**src/rtl/bram_sdp_fifo_ctrl_if.sv**
```systemverilog
// Stream and SDP block-RAM signal bundle for bram_sdp_fifo_ctrl.
// master is the controller side; slave is the surrounding logic (source, sink, RAM).
interface bram_sdp_fifo_ctrl_if #(
    parameter int unsigned ADDR_WIDTH = 9,
    parameter int unsigned DATA_WIDTH = 36
);
    logic [DATA_WIDTH-1:0] s_data;
    logic                  s_valid;
    logic                  s_ready;
    logic [DATA_WIDTH-1:0] m_data;
    logic                  m_valid;
    logic                  m_ready;
    logic                  ram_wren;
    logic [ADDR_WIDTH-1:0] ram_wraddr;
    logic [DATA_WIDTH-1:0] ram_wrdata;
    logic                  ram_rden;
    logic                  ram_regce;
    logic [ADDR_WIDTH-1:0] ram_rdaddr;
    logic [DATA_WIDTH-1:0] ram_rddata;
    logic [ADDR_WIDTH+1:0] level;

    modport master (
        input  s_data, s_valid, m_ready, ram_rddata,
        output s_ready, m_data, m_valid, ram_wren, ram_wraddr, ram_wrdata,
               ram_rden, ram_regce, ram_rdaddr, level
    );

    modport slave (
        output s_data, s_valid, m_ready, ram_rddata,
        input  s_ready, m_data, m_valid, ram_wren, ram_wraddr, ram_wrdata,
               ram_rden, ram_regce, ram_rdaddr, level
    );
endinterface

```
**src/rtl/bram_sdp_fifo_ctrl.sv**
```systemverilog
// FIFO controller around an external SDP block RAM (write port B, read port A).
// Reads are prefetched into a 3-entry output buffer, giving first-word-fall-through output.
module bram_sdp_fifo_ctrl #(
    parameter int unsigned ADDR_WIDTH = 9,
    parameter int unsigned DATA_WIDTH = 36,
    parameter int unsigned DOA_REG    = 0
) (
    input  logic                 clk,
    input  logic                 rst_n,
    bram_sdp_fifo_ctrl_if.master bus
);
    localparam int unsigned LAT = (DOA_REG != 0) ? 2 : 1;
    localparam logic [ADDR_WIDTH:0] DEPTH   = {1'b1, {ADDR_WIDTH{1'b0}}};
    localparam logic [ADDR_WIDTH:0] CNT_ONE = (ADDR_WIDTH+1)'(1);
    localparam logic [ADDR_WIDTH-1:0] PTR_ONE = ADDR_WIDTH'(1);

    logic [ADDR_WIDTH-1:0] r_wr_ptr;
    logic [ADDR_WIDTH-1:0] r_rd_ptr;
    logic [ADDR_WIDTH:0]   r_mem_count;
    logic [LAT-1:0]        r_inflight;
    logic [DATA_WIDTH-1:0] r_obuf [3];
    logic [1:0]            r_buf_count;
    logic                  r_s_ready;

    logic                  w_wr;
    logic                  w_rd;
    logic                  w_pop;
    logic                  w_cap;
    logic [1:0]            w_n_inflight;
    logic [1:0]            w_cap_idx;
    logic [1:0]            w_buf_count_next;
    logic [ADDR_WIDTH:0]   w_mem_count_next;

    assign w_n_inflight = 2'($countones(r_inflight));
    assign w_pop        = (r_buf_count != 2'd0) & bus.m_ready;
    assign w_cap        = r_inflight[LAT-1];
    assign w_wr         = bus.s_valid & r_s_ready;

    // Issue only while the output buffer has room for everything already in flight.
    assign w_rd = (r_mem_count != '0) &&
                  (({1'b0, r_buf_count} + {1'b0, w_n_inflight}) < (3'd3 + {2'b00, w_pop}));

    assign w_cap_idx        = r_buf_count - {1'b0, w_pop};
    assign w_buf_count_next = r_buf_count + {1'b0, w_cap} - {1'b0, w_pop};

    always_comb begin
        w_mem_count_next = r_mem_count;
        if (w_wr && !w_rd) begin
            w_mem_count_next = r_mem_count + CNT_ONE;
        end else if (!w_wr && w_rd) begin
            w_mem_count_next = r_mem_count - CNT_ONE;
        end
    end

    always_ff @(posedge clk or negedge rst_n) begin
        if (!rst_n) begin
            r_wr_ptr    <= '0;
            r_rd_ptr    <= '0;
            r_mem_count <= '0;
            r_inflight  <= '0;
            r_buf_count <= '0;
            r_s_ready   <= 1'b0;
            r_obuf      <= '{default: '0};
        end else begin
            if (w_wr) begin
                r_wr_ptr <= r_wr_ptr + PTR_ONE;
            end
            if (w_rd) begin
                r_rd_ptr <= r_rd_ptr + PTR_ONE;
            end
            r_mem_count <= w_mem_count_next;
            r_s_ready   <= (w_mem_count_next < DEPTH);
            // Bit 0 is the newest issue; the word returns when its bit leaves the top.
            r_inflight  <= LAT'({r_inflight, w_rd});
            r_buf_count <= w_buf_count_next;
            if (w_pop) begin
                r_obuf[0] <= r_obuf[1];
                r_obuf[1] <= r_obuf[2];
            end
            if (w_cap) begin
                r_obuf[w_cap_idx] <= bus.ram_rddata;
            end
        end
    end

    assign bus.s_ready    = r_s_ready;
    assign bus.ram_wren   = w_wr;
    assign bus.ram_wraddr = r_wr_ptr;
    assign bus.ram_wrdata = bus.s_data;
    assign bus.ram_rden   = w_rd;
    assign bus.ram_rdaddr = r_rd_ptr;
    assign bus.ram_regce  = (DOA_REG != 0) ? r_inflight[0] : 1'b0;
    assign bus.m_valid    = (r_buf_count != 2'd0);
    assign bus.m_data     = r_obuf[0];
    assign bus.level      = (ADDR_WIDTH+2)'(r_mem_count) +
                            (ADDR_WIDTH+2)'(w_n_inflight) +
                            (ADDR_WIDTH+2)'(r_buf_count);
endmodule
```
**src/flat_wrapper.sv**
```systemverilog
// flat-port wrapper written by rule: the top's interface ports become plain ports
module bram_sdp_fifo_ctrl_flat 
#(
    parameter int unsigned ADDR_WIDTH = 9,
    parameter int unsigned DATA_WIDTH = 36,
    parameter int unsigned DOA_REG    = 0
)
  (clk, rst_n, bus_s_data, bus_s_valid, bus_m_ready, bus_ram_rddata, bus_s_ready, bus_m_data, bus_m_valid, bus_ram_wren, bus_ram_wraddr, bus_ram_wrdata, bus_ram_rden, bus_ram_regce, bus_ram_rdaddr, bus_level);
  bram_sdp_fifo_ctrl_if #(.ADDR_WIDTH(ADDR_WIDTH), .DATA_WIDTH(DATA_WIDTH)) bus_i ();
  input  logic clk;
  input  logic rst_n;
  input wire logic [$bits(bus_i.s_data)-1:0] bus_s_data;
  input wire logic [$bits(bus_i.s_valid)-1:0] bus_s_valid;
  input wire logic [$bits(bus_i.m_ready)-1:0] bus_m_ready;
  input wire logic [$bits(bus_i.ram_rddata)-1:0] bus_ram_rddata;
  output wire logic [$bits(bus_i.s_ready)-1:0] bus_s_ready;
  output wire logic [$bits(bus_i.m_data)-1:0] bus_m_data;
  output wire logic [$bits(bus_i.m_valid)-1:0] bus_m_valid;
  output wire logic [$bits(bus_i.ram_wren)-1:0] bus_ram_wren;
  output wire logic [$bits(bus_i.ram_wraddr)-1:0] bus_ram_wraddr;
  output wire logic [$bits(bus_i.ram_wrdata)-1:0] bus_ram_wrdata;
  output wire logic [$bits(bus_i.ram_rden)-1:0] bus_ram_rden;
  output wire logic [$bits(bus_i.ram_regce)-1:0] bus_ram_regce;
  output wire logic [$bits(bus_i.ram_rdaddr)-1:0] bus_ram_rdaddr;
  output wire logic [$bits(bus_i.level)-1:0] bus_level;
  assign bus_i.s_data = bus_s_data;
  assign bus_i.s_valid = bus_s_valid;
  assign bus_i.m_ready = bus_m_ready;
  assign bus_i.ram_rddata = bus_ram_rddata;
  assign bus_s_ready = bus_i.s_ready;
  assign bus_m_data = bus_i.m_data;
  assign bus_m_valid = bus_i.m_valid;
  assign bus_ram_wren = bus_i.ram_wren;
  assign bus_ram_wraddr = bus_i.ram_wraddr;
  assign bus_ram_wrdata = bus_i.ram_wrdata;
  assign bus_ram_rden = bus_i.ram_rden;
  assign bus_ram_regce = bus_i.ram_regce;
  assign bus_ram_rdaddr = bus_i.ram_rdaddr;
  assign bus_level = bus_i.level;
  bram_sdp_fifo_ctrl #(.ADDR_WIDTH(ADDR_WIDTH), .DATA_WIDTH(DATA_WIDTH), .DOA_REG(DOA_REG)) u_core (.clk(clk), .rst_n(rst_n), .bus(bus_i));
endmodule
```
**config.mk**
```make
export PLATFORM = sky130hd
export DESIGN_NAME = bram_sdp_fifo_ctrl_flat
export DESIGN_NICKNAME = d
export VERILOG_FILES = /design/src/rtl/bram_sdp_fifo_ctrl_if.sv /design/src/rtl/bram_sdp_fifo_ctrl.sv /design/src/flat_wrapper.sv
export SDC_FILE = /design/constraint.sdc
export NUM_CORES = 1
export LEC_CHECK = 0
export ABC_CLOCK_PERIOD_IN_PS = 3750
export BUFFER_PORTS_ARGS = -buffer_cell sky130_fd_sc_hd__buf_2
export CORE_MARGIN = 1.5
export CORE_UTILIZATION = 54
export CTS_CLUSTER_SIZE = 8
export DETAILED_ROUTE_END_ITERATION = 6
export PLACE_DENSITY = 0.86
export REMOVE_ABC_BUFFERS = 1
export SYNTH_ARGS = -nofsm -noshare
export SYNTH_HDL_FRONTEND = slang
export SYNTH_SLANG_ARGS = --single-unit
```
**constraint.sdc**
```tcl
create_clock -name clk -period 3.75 [get_ports clk]
set_input_delay 0.1875 -clock clk [delete_from_list [all_inputs] [get_ports clk]]
set_output_delay 0.1875 -clock clk [all_outputs]
set_load 0.01 [all_outputs]
```
Word level (Yosys, flattened, before mapping)
Index checks and enable logic that the tools add are counted.
{ "totals": {"out_inout_bits": 106, "ff_bits": 140, "in_bits": 76} }
{ "op_classes": {"addsub": 11, "reduce_logical": 8, "magnitude_cmp": 4, "muxes": 7, "n_bitwise": 3} }
{ "op_table": {"columns": ["op", "count"], "rows": [
  ["bitwise mux 108 bit", 1],
  ["two-way mux 108 bit", 1],
  ["demux 36 bit (select 2 bit)", 1],
  ["two-way mux 72 bit", 1],
  ["two-way mux 36 bit", 1],
  ["two-way mux 10 bit", 2],
  ["adder 9 x 1 -> 9 bit, second input constant", 2],
  ["adder 10 x 1 -> 11 bit", 1],
  ["adder 11 x 2 -> 11 bit", 1],
  ["adder 10 x 1 -> 10 bit, second input constant", 1],
  ["less-than comparator 10 bit, second input constant", 1],
  ["nonzero test 10 bit", 1],
  ["subtractor 10 x 1 -> 10 bit, second input constant", 1],
  ["logical AND 1 bit", 4],
  ["subtractor 2 x 1 -> 2 bit", 2],
  ["adder 2 x 1 -> 3 bit", 1],
  ["adder 2 x 1 -> 3 bit, first input constant", 1],
  ["greater-or-equal comparator 3 bit, second input constant", 1],
  ["less-than comparator 3 x 1 -> 1 bit, second input constant", 1],
  ["less-than comparator 3 bit", 1],
  ["NOT 2 -> 3 bit", 1],
  ["adder 2 x 1 -> 2 bit", 1],
  ["bitwise AND 1 bit", 2],
  ["logical NOT 1 bit", 2],
  ["nonzero test 2 bit", 1]
]} }

Longest topological paths before layout
{ "logic_depth": {"ltp_word": 10, "ltp_mapped": 13} }

Least setup slack after synthesis
No wires, ideal clock.
{ "synth_path": {"path_kind": "flip-flop to flip-flop", "start": "reg u_core.r_buf_count[0]", "end": "reg (tool-made name)", "arrival_ns": 2.640, "setup_ns": 0.087, "stages_incl_launch_ff": 12, "setup_slack_ns": 1.022, "cell_sequence": "dfrtp_1 ha_1 ha_1 a31o_2 or2_1 buf_6 inv_1 ha_1 nor2b_1 nand2_1 o32a_1 a22oi_1"} }
{ "synth_lines": {"columns": ["item", "line_no", "source"], "rows": [
  ["start: declaration", "bram_sdp_fifo_ctrl.sv:22", "logic [1:0] r_buf_count;"],
  ["start signal: assignment", "bram_sdp_fifo_ctrl.sv:75", "r_buf_count <= w_buf_count_next;"]
]} }

==> metrics.md <==
| Metric | Value |
|---|---|
| Final Power | `just under 8 mW` |
| P per Cell Area | `~950 nW/µm²` |
| Reg2reg start | `u_core.r_buf_count[0]$_DFF_PN0_` |
| Post-synth EDFFs | `0` |
| Final slew viol count | `0` |
| Slew margin rel. | `0.431` |
| Routed vias/inst | `5.59` |
| Hold crit path type | `in -> reg` |
| Post-Syn Area | `a little over 7000 µm²` |
| Hold Path Depth | `3` |
| Critical path cell sequence | `ha_1, ha_1, a31o_2, or2_1, ha_1, nor2b_1, nand2_1, o32a_1, a22oi_1` |
| Worst path most repeated cell | `ha_1` |
| CP arrival | `3.46 ns` |
| Starting Density | `0.551` |
| Critical path data required time | `4.09 ns` |
| Final hold vios | `0` |
| DP HPWL | `10,300 µm` |
| Commonest non-fill, non-tap cell in the layout | `dfrtp_1` |
| Layout area overhead | `13.3%` |
| Via count | `around 5,000` |
| Largest net degree at the start of global routing | `73` |
| CTS tree | `yes` |
| Initial DRC Count | `335` |
| Max Clk Rate | `321 MHz` |
| Crit path kind | `reg -> reg` |
| Die height | `119 µm` |
| Flops & latches, synth | `140` |
| Primary FF master, synth | `dfrtp_1` |
| Antenna Cells | `0` |
| Worst VDD drop | `0.725 mV` |
| First-pass GRT wire length | `approximately 27,000 µm` |
| Share of post-route cells with drive strength above 1 | `0.243` |
| Fin nets | `817` |
| GPL Wtd Cong | `around 0.95` |
| Register area share after synthesis | `0.484` |
| Cells on worst reg2reg path | `9` |
| Slew @ Worst Pin | `0.853 ns` |
| IO Port Bufs | `108` |
| Sinks on Clock Net | `140` |
| Worst Skew | `0.00704 ns` |
| HP Start | `bus_ram_rddata[22]` |
| Endpoints failing setup | `0` |
| Max stage delay cell, worst path | `dfrtp_1` |
| RSZ-0062 raised after global routing | `false` |
| Site Rows | `42` |
| WL per Instance | `17.7 µm` |
| Commonest cells after routing, fill and taps aside | `dfrtp_1 (140), buf_2 (107), mux2i_1 (73), nand2_1 (53), nor2_1 (52)` |
| Clock buffer depth | `2` |
| Post-synth top area share | `0.484` |
| Area contributors post-synth | `dfrtp_1 (48%), mux2i_1 (10%), buf_4 (8.1%)` |
| Vias in the first global route | `5,050` |
| Gr ovfl total | `0` |
| WL final | `~16,000 µm` |
| Fin crit share | `0.832` |
| GRT Resource Usage Total | `0.244` |
| Post-synth cell types | `55` |
| Leakage Power | `3.86 nW` |
| Skew-Pair Late Insertion Delay | `0.42 ns` |
| Post-CTS Setup Bufs | `0` |
| CP peak stage delay | `0.50 ns` |
| H-tree level count | `4` |
| Clock buffer count from CTS | `17` |
| DRT Pass-1 Iters | `5` |
| Worst path bufs/invs | `0` |
| CTS clk-pin slew, worst paths | `0.06 ns` |
| # IOs | `182` |
| Die X | `119 µm` |
| Die ar. | `14,100 µm²` |
| WHS Endpoint | `u_core.bus.m_data[22]$_DFF_PN0_` |
| Status | `completed` |
| Hold_ws | `0.0225 ns` |
| Flop-to-flop setup slack | `0.63 ns` |
| Period minus WS final | `3.12 ns` |
| Antenna violations before repair | `0` |
| Cts repair resizes | `0` |
| Crit-path leading delay family | `adder cells` |
| Async set-reset flop share out of synthesis | `1.00` |
| Worst-path maximum fanout | `15` |
| Core area | `13,100 µm²` |
| Synth area leader | `dfrtp_1` |
| Worst setup SP type | `flop` |
| CTS Root Cell | `clkbuf_16` |
| Syn Area/Cell | `10.7 µm²` |
| Syn. warnings | `0` |
| Synth Instances | `between 600 and 700` |
| Detail Route Antenna Nets | `0` |
| Critical path capture point type | `flop` |
| DR DRC count | `0` |
| Max Cap Viol | `0` |
timing repair:
action,CTS,global route
endpoints found under the hold margin,78,0
endpoints found under the setup margin,0,0
hold buffers,28,0
metal layers:
layer	vias to the layer above	wire length, µm	track usage
met5	-	42	0.0515
met4	2	272	0.0813
met3	30	1550	0.117
met2	244	7250	0.357
met1	2477	7110	0.313
li1	2367	-	-
report_power, final:
part | total (mW) | switching (mW) | internal, mW
Clock | 1.65 | 0.628 | 1.03
Sequential | 2.87 | 0.584 | 2.29
Combinational | 3.30 | 1.80 | 1.49
per-stage QoR:
step,utilization,area (µm²),setup slack (ns),std cells,setup TNS [ns]
after floorplan,-,6490,-3.43,566,-225.81
after global placement,0.558,7330,0.743,857,0
after detailed placement,0.558,7330,0.712,857,0
after CTS,0.624,8200,0.654,916,0
after global routing,0.624,8200,0.425,916,0
final,0.624,8200,0.631,916,0
kinds of logic after synthesis:
logic type	share of synthesized area
xor+xnor	0.0327
compound gates	0.0887
other cells	0.000518
flops	0.484
mux	0.161
fa+ha+maj	0.0246
simple gates	0.101
buf+inv	0.107
Yosys cell counts (3+ instances only):
cell and instances:
a21o_1 3, a21oi_1 41, a22oi_1 3, a31oi_1 4
and3_1 3, buf_2 12, buf_4 78, buf_6 3
clkbuf_1 18, dfrtp_1 140, ha_1 11, inv_1 8
mux2_1 13, mux2_2 24, mux2i_1 73, nand2_1 53
nand3_1 8, nand4_1 8, nor2_1 52, nor2b_1 3
nor3_1 5, nor4_1 4, o21ai_0 38, o21ai_1 5
o31ai_1 3, xnor2_1 17, xor2_1 10
tightest hold or removal path, stage by stage:
cell	delay [ns]
buf_2	0.10
nand2_1	0.05
o21ai_0	0.07
cell type report:
class	count	area (µm²)
Tap cell	176	220
Clock buffer	21	470
Timing Repair Buffer	143	880
Sequential cell	140	3500
Multi-Input combinational cell	418	2980
Inverter	8	30.0
Fill cell	1010	4940
Clock inverter	10	115
worst max path at each step:
stage                                    startpoint                                 to  slack [ns]  cells after the start
finish              u_core.r_buf_count[0]$_DFF_PN0_                               flop        0.63                      9
CTS                 u_core.r_buf_count[0]$_DFF_PN0_                               flop        0.65                      9
global route        u_core.r_buf_count[0]$_DFF_PN0_                               flop        0.42                      9
detailed placement  u_core.r_buf_count[0]$_DFF_PN0_                               flop        0.71                      9
floorplan           u_core.r_buf_count[1]$_DFF_PN0_  u_core.r_mem_count[7]$_DFFE_PN0P_       -3.43                      8
global placement    u_core.r_buf_count[0]$_DFF_PN0_                               flop        0.74                      9
Power figures use the tool's default switching activity.
